`config.mk`:
```
export PLATFORM = sky130hd
export DESIGN_NAME = uart_rx
export DESIGN_NICKNAME = d
export VERILOG_FILES = /design/src/rtl/uart_pkg.sv /design/src/rtl/uart_rx_sync.sv /design/src/rtl/uart_rx.sv
export SDC_FILE = /design/constraint.sdc
export NUM_CORES = 1
export LEC_CHECK = 0
export CORE_AREA = 2 2 61 63
export CTS_CLUSTER_DIAMETER = 80
export DETAILED_ROUTE_END_ITERATION = 7
export DIE_AREA = 0 0 63 65
export PLACE_DENSITY = 0.76
export SETUP_SLACK_MARGIN = 0.5
export SYNTH_ARGS = -nofsm -noshare
export SYNTH_HDL_FRONTEND = slang
export SYNTH_HIERARCHICAL = 1
export SYNTH_SLANG_ARGS = --single-unit
export TNS_END_PERCENT = 50
```
`constraint.sdc`:
```
create_clock -name clk -period 2.5 [get_ports clk]
set_input_delay 0.5 -clock clk [delete_from_list [all_inputs] [get_ports clk]]
set_output_delay 0.5 -clock clk [all_outputs]
set_load 0.01 [all_outputs]
```
`src/rtl/uart_pkg.sv`:
```
// rtl/uart_pkg.sv - shared UART types and bit-timing helpers
package uart_pkg;

  typedef enum logic [2:0] {
    STT_IDLE  = 3'd0,
    STT_START = 3'd1,
    STT_DATA  = 3'd2,
    STT_STOP  = 3'd3,
    STT_BREAK = 3'd4
  } uart_rx_state;

  function automatic int uart_pulse_width(input int clk_freq, input int baud_rate);
    return clk_freq / baud_rate;
  endfunction

  function automatic int uart_half_pulse_width(input int clk_freq, input int baud_rate);
    return uart_pulse_width(clk_freq, baud_rate) / 2;
  endfunction

endpackage

```
`src/rtl/uart_rx_sync.sv`:
```
// rtl/uart_rx_sync.sv - two-flop line synchronizer, idles high, clock-enable gated
module uart_rx_sync (
  input  logic clk,
  input  logic reset,
  input  logic ena,
  input  logic async_in,
  output logic sync_out
);

  logic meta;

  always_ff @(posedge clk) begin
    if (reset) begin
      meta     <= 1'b1;
      sync_out <= 1'b1;
    end else if (ena) begin
      meta     <= async_in;
      sync_out <= meta;
    end
  end

endmodule

```
`src/rtl/uart_rx.sv`:
```
// rtl/uart_rx.sv - oversampling UART receiver with valid/ready byte output
module uart_rx
  import uart_pkg::*;
#(
  parameter int DATA_WIDTH = 8,
  parameter int BAUD_RATE  = 115_200,
  parameter int CLK_FREQ   = 50_000_000
) (
  input  logic                  clk,
  input  logic                  reset,
  input  logic                  ena,
  input  logic                  rx_signal,
  output logic [DATA_WIDTH-1:0] rx_data,
  output logic                  rx_valid,
  input  logic                  rx_ready,
  output logic                  rx_frame_err,
  output logic                  rx_overrun
);

  localparam int PULSE_WIDTH      = uart_pulse_width(CLK_FREQ, BAUD_RATE);
  localparam int HALF_PULSE_WIDTH = uart_half_pulse_width(CLK_FREQ, BAUD_RATE);
  localparam int CNT_W            = $clog2(PULSE_WIDTH) + 1;
  localparam int DCNT_W           = (DATA_WIDTH > 1) ? $clog2(DATA_WIDTH) : 1;

  localparam logic [CNT_W-1:0]  FULL_RELOAD = CNT_W'(PULSE_WIDTH - 1);
  localparam logic [CNT_W-1:0]  HALF_RELOAD = CNT_W'(HALF_PULSE_WIDTH - 1);
  localparam logic [DCNT_W-1:0] LAST_BIT    = DCNT_W'(DATA_WIDTH - 1);

  uart_rx_state          state, state_nxt;
  logic [CNT_W-1:0]      clk_cnt, clk_cnt_nxt;
  logic [DCNT_W-1:0]     data_cnt, data_cnt_nxt;
  logic [DATA_WIDTH-1:0] shift_reg, shift_reg_nxt;
  logic                  rx_sync;
  logic                  frame_done;
  logic                  frame_bad;

  uart_rx_sync u_sync (
    .clk      (clk),
    .reset    (reset),
    .ena      (ena),
    .async_in (rx_signal),
    .sync_out (rx_sync)
  );

  always_ff @(posedge clk) begin
    if (reset) begin
      state     <= STT_IDLE;
      clk_cnt   <= '0;
      data_cnt  <= '0;
      shift_reg <= '0;
    end else if (ena) begin
      state     <= state_nxt;
      clk_cnt   <= clk_cnt_nxt;
      data_cnt  <= data_cnt_nxt;
      shift_reg <= shift_reg_nxt;
    end
  end

  always_comb begin
    state_nxt     = state;
    clk_cnt_nxt   = clk_cnt;
    data_cnt_nxt  = data_cnt;
    shift_reg_nxt = shift_reg;
    frame_done    = 1'b0;
    frame_bad     = 1'b0;
    case (state)
      STT_IDLE: begin
        if (!rx_sync) begin
          clk_cnt_nxt = HALF_RELOAD;
          state_nxt   = STT_START;
        end
      end
      STT_START: begin
        if (clk_cnt != '0) begin
          clk_cnt_nxt = clk_cnt - 1'b1;
        end else if (!rx_sync) begin
          clk_cnt_nxt  = FULL_RELOAD;
          data_cnt_nxt = '0;
          state_nxt    = STT_DATA;
        end else begin
          // Line was back high at mid-start: a glitch, silently ignored.
          state_nxt = STT_IDLE;
        end
      end
      STT_DATA: begin
        if (clk_cnt != '0) begin
          clk_cnt_nxt = clk_cnt - 1'b1;
        end else begin
          shift_reg_nxt                 = shift_reg >> 1;
          shift_reg_nxt[DATA_WIDTH-1]   = rx_sync;
          clk_cnt_nxt                   = FULL_RELOAD;
          if (data_cnt == LAST_BIT) begin
            state_nxt = STT_STOP;
          end else begin
            data_cnt_nxt = data_cnt + 1'b1;
          end
        end
      end
      STT_STOP: begin
        if (clk_cnt != '0) begin
          clk_cnt_nxt = clk_cnt - 1'b1;
        end else if (rx_sync) begin
          frame_done = 1'b1;
          state_nxt  = STT_IDLE;
        end else begin
          frame_bad = 1'b1;
          state_nxt = STT_BREAK;
        end
      end
      STT_BREAK: begin
        // Hold here until the line recovers so a long break reports only once.
        if (rx_sync) begin
          state_nxt = STT_IDLE;
        end
      end
      default: begin
        state_nxt = STT_IDLE;
      end
    endcase
  end

  // Pulses are gated with ena so a stalled clock enable never stretches them.
  always_ff @(posedge clk) begin
    if (reset) begin
      rx_data      <= '0;
      rx_valid     <= 1'b0;
      rx_frame_err <= 1'b0;
      rx_overrun   <= 1'b0;
    end else begin
      rx_frame_err <= ena & frame_bad;
      rx_overrun   <= ena & frame_done & rx_valid & ~rx_ready;
      if (ena) begin
        if (frame_done && (!rx_valid || rx_ready)) begin
          rx_data  <= shift_reg;
          rx_valid <= 1'b1;
        end else if (rx_valid && rx_ready) begin
          rx_valid <= 1'b0;
        end
      end
    end
  end

endmodule

```
== Word-level counts from Yosys, hierarchy flattened ==
Cells that the tools add are included.
Word-level totals
  bits in registers: 37
  input bits: 5
  output and inout bits: 11
  logic and storage cells: 76
Operators by class
  $add $sub $neg: 2
  eq/ne operators: 15
  mux-type cells: 28
  bitwise logic cells: 6
  reductions and logical operators: 15
Operators with widths (number)
  2-to-1 mux 10 bit: 5
  case mux 10 bit (4 select lines): 1
  2-to-1 mux 3 bit: 11
  != test 2 bit (second input constant): 8
  case mux 3 bit (5 select lines): 1
  nonzero test 10 bit: 1
  subtractor 10 x 1 -> 10 bit (second input constant): 1
  2-to-1 mux 1 bit: 8
  AND reduction 7 bit: 1
  == test 3 x 2 -> 1 bit (second input constant): 2
  == test 3 bit (second input constant): 2
  case mux 3 bit (2 select lines): 1
  AND reduction 6 bit: 1
  AND reduction 5 bit: 1
  bitwise AND 1 bit: 4
  AND reduction 2 bit: 2
  nonzero test 2 bit: 2
  nonzero test 4 bit: 1
  adder 3 x 1 -> 3 bit (second input constant): 1
  == test 3 x 1 -> 1 bit (second input constant): 1
  zero test 3 bit: 1
  != test 3 bit (second input constant): 1
  AND reduction 3 bit: 1
  logical AND 1 bit: 2
  other kinds (5): 6

== Depth between registers and ports, before layout ==
Gate-level depths: netlist of run 1.
  depth after elaboration: 6
  mapped depth: 9
  depth with buffers taken out: 7

== Cells and area by module ==
The synthesis of run 1 kept the hierarchy.
Modules (own cells, without submodules)
  uart_rx: instances 1, cells an instance 200, area an instance 1809.2 sq um, sequential area each 700.7 sq um
  uart_rx_sync: instances 1, cells an instance 6, area an instance 70.1 sq um, sequential area each 40.0 sq um

== Worst setup path before layout of run 1 ==
No wires, ideal clock.
  kind: register to register
  start point: register clk_cnt[0]
  end point: register clk_cnt[6]
  library setup time: 0.134 ns
  data arrival time: 1.695 ns
  slack: 0.671 ns
  cell stages (with the launch flop): 10
  path buffers: 2
  period minus slack after synthesis: 1.829 ns
  cells stage by stage: dfxtp_1 -> inv_1 -> ha_1 -> nor4b_4 -> and3_1 -> buf_6 -> a21o_1 -> buf_6 -> o41ai_1 -> a21oi_1
Between the ends
  word-level cells in the longest chain between the ends: 3
Ends and longest elaborated chain
  start: declaration: line uart_rx.sv:30  | logic [CNT_W-1:0] clk_cnt, clk_cnt_nxt;
  start signal: assignment: line uart_rx.sv:53  | clk_cnt <= clk_cnt_nxt;
  subtractor 10 x 1 -> 10 bit or nonzero test 10 bit (tied branches)
  2-to-1 mux 10 bit, or another cell as far along: line uart_rx.sv:100  | if (clk_cnt != '0) begin
  case mux 10 bit (4 select lines) or AND reduction 5 bit (tied branches)
Several ways; a longest one is shown, not always the timed one. The select of a mux whose other input is x is not followed.
A chain may end at the register's enable or synchronous reset.

== Worst setup path in the final report of run 1 ==
  start point: register clk_cnt[1]
  end point: register clk_cnt[1]
The elaborated chain is that of the path after synthesis.

==> impl_metrics.py, run 1 <==
metrics = {
    "floorplanning": {
        "fp.coreArea_um2": 3500,
        "design.portCount": 16,
        "die_w_um": 63,
        "chipHeight_um": 65,
        "placementRows": 22,
        "die_area_um2": 4100,
        "initial_core_utilization": 0.538,
    },
    "final_layout": {
        "finalInstanceArea_um2": 2150,
        "largest_register_ff_count": 10,
        "areaGrowthSynthToFinish_pct": 14.2,
        "layout.filler_cells": 317,
        "post_route_cells_drive_above_1_share": 0.145,
        "post-route-util": 0.614,
        "instances_no_fill": 268,
        "antenna-diode-count": 0,
        "design.final.nets": 228,
    },
    "global_routing": {
        "first_global_vias": 1301,
        "grt_util_all_layers": 0.185,
        "antenna_found_initial": 0,
        "grt_pass1_wl_um": 5950,
        "grt_max_degree": 18,
        "grt-ovfl-total": 0,
    },
    "route": {
        "drc": 0,
        "post_drt_via_cell_ratio": 5.61,
        "antenna_violating_nets_post_route": 0,
        "drtPass1Iterations": 4,
        "vias": 1504,
        "route.detailed.wl_per_inst_um": 13.5,
        "wl_um": 3620,
        "detailedRoute.firstIterationViolations": 78,
    },
    "clock_tree": {
        "root_buffer_cell": "clkbuf_4",
        "clock_sink_count": 37,
        "clock_path_buffers": 2,
        "cts_buffers": 5,
        "worstSkewPairLatency_ns": 0.35,
        "clock_tree_from_tritoncts": "yes",
        "cts_post_setup_buffers_inserted": 0,
        "clkSlewWorstSetupHoldPaths_ns": 0.12,
        "htreeDepth": 2,
    },
    "sta": {
        "layout_worst_path_cycle_share": 0.781,
        "max_freq_ghz": 0.512,
        "grt_setup_unrepaired": "true",
        "timing.final.crit_period_ns": 1.95,
        "report.final.slew_viol_count": 0,
        "fin_worst_skew_ns": 0.00657,
        "finalHoldWorstSlack_ns": 0.470,
        "setup-violations-final": 0,
        "fin_tns_setup_ns": 0,
        "hold_violations": 0,
        "slew-limit-headroom": 0.612,
        "actual_slew_at_the_worst_max_slew_pin_ns": 0.581,
        "finalWorstSetupSlack_ns": 0.549,
    },
    "yosys": {
        "synthesis.area_per_instance_um2": 9.12,
        "yosysWarnings": 6,
        "synth-async-reset-ratio": 0,
        "netlist-cell-type-count": 53,
        "synth-seq-area-share": 0.394,
        "synth.net_count": 215,
        "dominantRegCellSynth": "dfxtp_1",
        "area_fraction_of_the_dominant_cell_type_after_synthesis": 0.394,
        "synth_area_leaders": "dfxtp_1, mux2i_1, nor2_1, a21oi_1, ha_1",
        "synth_top_cell_by_area": "dfxtp_1",
        "synthesis.instances": 206,
        "edff_count_synth": 0,
        "synthesis.area_um2": 1880,
        "yosys_register_bits": 37,
    },
    "place": {
        "place_congestion": 0.913,
        "dp.final_hpwl_um": 2530,
        "dp_cells": 260,
        "number_of_port_buffers": 15,
        "pre_cts_slack_ns": 0.339,
        "detailed_place.area_um2": 2040,
    },
    "worst_hold_path": {
        "holdCritPathClass": "reg -> reg",
    },
    "setup_path": {
        "crit_family": "simple AND/OR/NAND/NOR gates",
        "worstPathArrival_ns": 2.24,
        "worst_path_max_delay_cell": "a311o_1",
        "setup.worst_path.end_class": "register",
        "critical_path_required_ns": 2.79,
        "cp.buffers_inverters": 1,
        "crit_fanout": 5,
        "cp_cell_sequence": "inv_1, ha_1, nor4b_4, and2_1, a311o_1, or3_1, a21oi_1",
        "nature_of_the_critical_path_startpoint": "register",
        "timing.critical_path.slowest_cell_delay_ns": 0.42,
        "critical_setup_path_class": "reg -> reg",
    },
    "run": {
        "drv.max_cap_violation_count": 0,
    },
    "power": {
        "pwr_density_cell_nw_per_um2": 649,
        "vdd_drop_max_v": 0.000458,
        "power_mw": 1.39,
        "static-leakage-power_nw": 0.894,
    },
    "run_status": {
        "outcome": "complete, no violations",
    },
}
cells in the mapped netlist, types with 6 or more instances:
cell and n:
nor3_1 7, buf_2 7, nand2_1 10, dfxtp_1 37, mux2i_1 18, a21oi_1 11
inv_1 7, nor2_1 30, nand2b_1 6
final cells by class:
cell class                 count  area, µm²  share of cell area
multi-input combinational    147       1040               0.484
sequential                    37        742               0.346
timing repair buffer          21        195              0.0909
tap                           48       60.1              0.0280
clock inverter                 3       46.3              0.0216
clock buffer                   5       37.5              0.0175
inverter                       7       26.3              0.0122
per-layer routing:
layer,global-route usage,vias up,share of wire
met5,0,-,0
met4,0.0722,0,0.015
met3,0.0556,5,0.058
met2,0.303,39,0.48
met1,0.227,701,0.45
li1,-,759,-
kinds of logic after synthesis:
kind of cell / count (synthesis) / share of synthesized area
DFF: 37 / 0.394
and+or+nand+nor: 83 / 0.244
adders and majority gates: 4 / 0.0266
AOI/OAI and AO/OA: 40 / 0.168
xor gates and xnor gates: 2 / 0.00932
buffers and inverters: 22 / 0.0626
muxes: 18 / 0.0959
power breakdown:
| group | switching, mW | total [mW] | leakage, nW | internal (mW) |
|---|---|---|---|---|
| clock network | 0.213 | 0.424 | 0.0414 | 0.212 |
| logic | 0.199 | 0.325 | 0.553 | 0.127 |
| registers | 0.0320 | 0.643 | 0.300 | 0.611 |
worst paths after layout:
check        slack, ns  depth (start not counted)   startpoint               to
max               0.55                          7   clk_cnt[1]       clk_cnt[1]
min               0.47                          1  u_sync/meta  u_sync/sync_out
max reg2reg       0.55                          7   clk_cnt[1]       clk_cnt[1]
min reg2reg       0.47                          1  u_sync/meta  u_sync/sync_out
cells in the final DEF (no fill, tap or decap), types with 2 or more instances in the layout:
| master | synthesis | layout |
|---|---|---|
| o21ai_0 | 4 | 4 |
| nand2b_1 | 6 | 6 |
| o32ai_1 | 2 | 2 |
| nor2_2 | 1 | 2 |
| nand4_1 | 4 | 4 |
| a21o_1 | 3 | 2 |
| ha_1 | 4 | 4 |
| a22oi_1 | 2 | 2 |
| dfxtp_1 | 37 | 36 |
| nor4_1 | 2 | 2 |
| nor2b_1 | 4 | 4 |
| a21oi_1 | 11 | 11 |
| nor2_1 | 30 | 29 |
| a211oi_2 | 2 | 2 |
| buf_4 | 1 | 6 |
| mux2i_1 | 18 | 18 |
| o31ai_1 | 2 | 2 |
| xnor2_1 | 2 | 2 |
| clkdlybuf4s50_1 | 0 | 15 |
| a211o_1 | 2 | 2 |
| nor3_1 | 7 | 7 |
| clkbuf_4 | 0 | 5 |
| inv_1 | 7 | 7 |
| nand3_1 | 4 | 4 |
| nand2_1 | 10 | 10 |
| a211oi_1 | 2 | 2 |
what timing repair did:
item,CTS,global route
gates resized for setup,2,5
hold buffers,0,0
setup endpoints to repair,2,13
(Power assumes the default switching activity.)
==> inputs of run 2 (changes only) <==
CORE_AREA = 2 2 64 66   (was 2 2 61 63)
DIE_AREA = 0 0 66 68   (was 0 0 63 65)
PLACE_DENSITY = 0.73   (was 0.76)
clock period = 1.78 ns   (was 2.5 ns; I/O delays follow)
==> run 2 against run 1 <==
The flow now finishes with violations (setup timing). Critical path depth stayed put. Non-clock buffer count grew 27. Routed wire length is 14% higher. Clock power rose by 64%. Core utilization up 3.2 points. First-iteration DRC count shrank 5.1%. Count of clock-buffer cells in the layout unchanged. Flip-flop and latch count unchanged. Clock skew increased by 0.00083 ns. Via count increased by 8.0%. Sequential share of layout area is 4.7 points lower. Die area rose by 9.6%. Critical endpoint is now clk_cnt[4]. Highest routed layer unchanged.
==> impl_metrics.py, run 2 (synthesized netlist as in run 1, its figures left out) <==
metrics = {
    "global_routing": {
        "grt_pass1_wl_um": 6990,
        "grt_max_degree": 40,
        "antenna_found_initial": 0,
        "first_global_vias": 1539,
        "grt-ovfl-total": 0,
        "grt_util_all_layers": 0.201,
    },
    "final_layout": {
        "areaGrowthSynthToFinish_pct": 32.6,
        "post_route_cells_drive_above_1_share": 0.285,
        "mostFrequentLayoutCell": "dfxtp_1",
        "largest_register_ff_count": 10,
        "post-route-util": 0.646,
        "antenna-diode-count": 0,
        "design.final.nets": 255,
        "mostFrequentLayoutCells": "dfxtp_1, nor2_1, buf_4",
    },
    "sta": {
        "slew-limit-headroom": 0.740,
        "finalHoldWorstSlack_ns": 0.453,
        "setup-violations-final": 3,
        "timing.final.crit_period_ns": 1.80,
        "grt_setup_unrepaired": "true",
        "report.final.slew_viol_count": 0,
        "actual_slew_at_the_worst_max_slew_pin_ns": 0.389,
        "finalWorstSetupSlack_ns": -0.0247,
        "layout_worst_path_cycle_share": 1.01,
        "max_freq_ghz": 0.554,
        "hold_violations": 0,
        "fin_worst_skew_ns": 0.00740,
    },
    "clock_tree": {
        "worstSkewPairLatency_ns": 0.28,
        "cts_hold_buffers": 0,
        "clock_sink_count": 37,
        "clock_path_buffers": 2,
        "clock_tree_from_tritoncts": "yes",
        "clkSlewWorstSetupHoldPaths_ns": 0.07,
        "cts_buffers": 5,
        "root_buffer_cell": "clkbuf_8",
        "htreeDepth": 2,
    },
    "setup_path": {
        "r2r_cells": 7,
        "setup.worst_path.end_class": "register",
        "critical_setup_path_class": "reg -> reg",
        "nature_of_the_critical_path_startpoint": "register",
        "worstPathArrival_ns": 2.00,
        "crit_fanout": 5,
        "critical_path_required_ns": 1.98,
        "rrSetupSlack_ns": -0.02,
    },
    "power": {
        "p_seq_frac": 0.395,
        "cell_int_power_mw": 1.60,
        "power.switching_uw": 674,
        "static-leakage-power_nw": 1.26,
        "switching_share": 0.297,
        "vdd_drop_max_v": 0.000589,
        "pwr_density_cell_nw_per_um2": 912,
        "clock_share_of_power": 0.307,
        "pwr-share-comb": 0.298,
    },
    "route": {
        "drc": 0,
        "route.detailed.wl_per_inst_um": 14.0,
        "wl_um": 4130,
        "vias": 1624,
        "drtPass1Iterations": 4,
        "detailedRoute.firstIterationViolations": 74,
        "antenna_violating_nets_post_route": 0,
        "post_drt_via_cell_ratio": 5.49,
    },
    "place": {
        "number_of_port_buffers": 15,
        "dp.final_hpwl_um": 2690,
        "place_congestion": 0.872,
    },
    "worst_hold_path": {
        "holdCritPathClass": "reg -> reg",
        "worst_hold_path.num_cells": 1,
    },
    "floorplanning": {
        "die_w_um": 66,
        "placementRows": 23,
        "die_area_um2": 4490,
        "initial_core_utilization": 0.487,
        "fp.coreArea_um2": 3860,
        "chipHeight_um": 68,
        "design.portCount": 16,
    },
    "run_status": {
        "outcome": "finished, violations left",
        "violations_in_the_final_reports": "setup timing",
    },
    "run": {
        "drv.max_cap_violation_count": 0,
    },
}
==> run 2: metal layers <==
| metal | vias to the layer above | wire length [µm] | share of wire | GRT usage |
|---|---|---|---|---|
| met5 | - | 0 | 0 | 0 |
| met4 | 0 | 108 | 0.026 | 0.0918 |
| met3 | 12 | 159 | 0.038 | 0.0378 |
| met2 | 37 | 1910 | 0.46 | 0.319 |
| met1 | 758 | 1950 | 0.47 | 0.267 |
| li1 | 817 | - | - | - |
==> run 2: area by class of cell <==
class | instances | area (µm²)
repair buffers | 48 | 449
fillers | 331 | 1370
well taps | 50 | 62.6
inverters | 7 | 26.3
clock buffers | 5 | 68.8
flip-flops and latches | 37 | 743
clock inverters | 2 | 35.0
multi-input cells | 147 | 1110
==> run 2: final timing paths <==
check,from,to
setup reg to reg,clk_cnt[0],clk_cnt[4]
hold / removal,u_sync/meta,u_sync/sync_out
setup / recovery,clk_cnt[0],clk_cnt[4]
hold reg to reg,u_sync/meta,u_sync/sync_out
==> run 2: timing repair <==
| item | CTS | global route |
|---|---|---|
| gates cloned | 0 | 0 |
| resized for setup | 8 | 21 |
| setup buffers | 1 | 2 |
| setup endpoints to repair | 46 | 46 |
| pin swaps | 16 | 21 |
==> run 2: worst max-delay path, stage by stage (launching register included) <==
cell,delay [ns]
dfxtp_2,0.33
inv_2,0.07
ha_4,0.14
nor4b_4,0.31
and2_4,0.22
a311o_1,0.31
nor3b_2,0.08
nor4_2,0.25
==> run 2: per-stage QoR <==
stage	worst slack, ns	area [µm²]	total power [mW]	setup TNS, ns	instances
2_1_floorplan	0.0296	1900	1.29	0	206
3_3_place_gp	-0.161	2250	1.46	-0.945	286
3_5_place_dp	-0.176	2250	1.47	-1.11	286
4_1_cts	0.0352	2410	2.19	0	294
5_1_grt	-0.122	2490	2.37	-2.10	296
6_report	-0.0247	2490	2.27	-0.0451	296
==> run 2: power groups by stage <==
stage / Sequential, mW / Clock [mW] / Combinational [mW]
floorplan: 0.902 / 0 / 0.391
global placement: 0.912 / 0 / 0.553
detailed placement: 0.915 / 0 / 0.553
CTS: 0.896 / 0.709 / 0.589
global route: 0.901 / 0.731 / 0.735
finish: 0.897 / 0.697 / 0.678
==> inputs of run 3 (changes only) <==
GPL_ROUTABILITY_DRIVEN = 1   (was unset)
==> results of run 3 <==
Same layout as run 2: the final DEF is identical, and so are final timing and power.
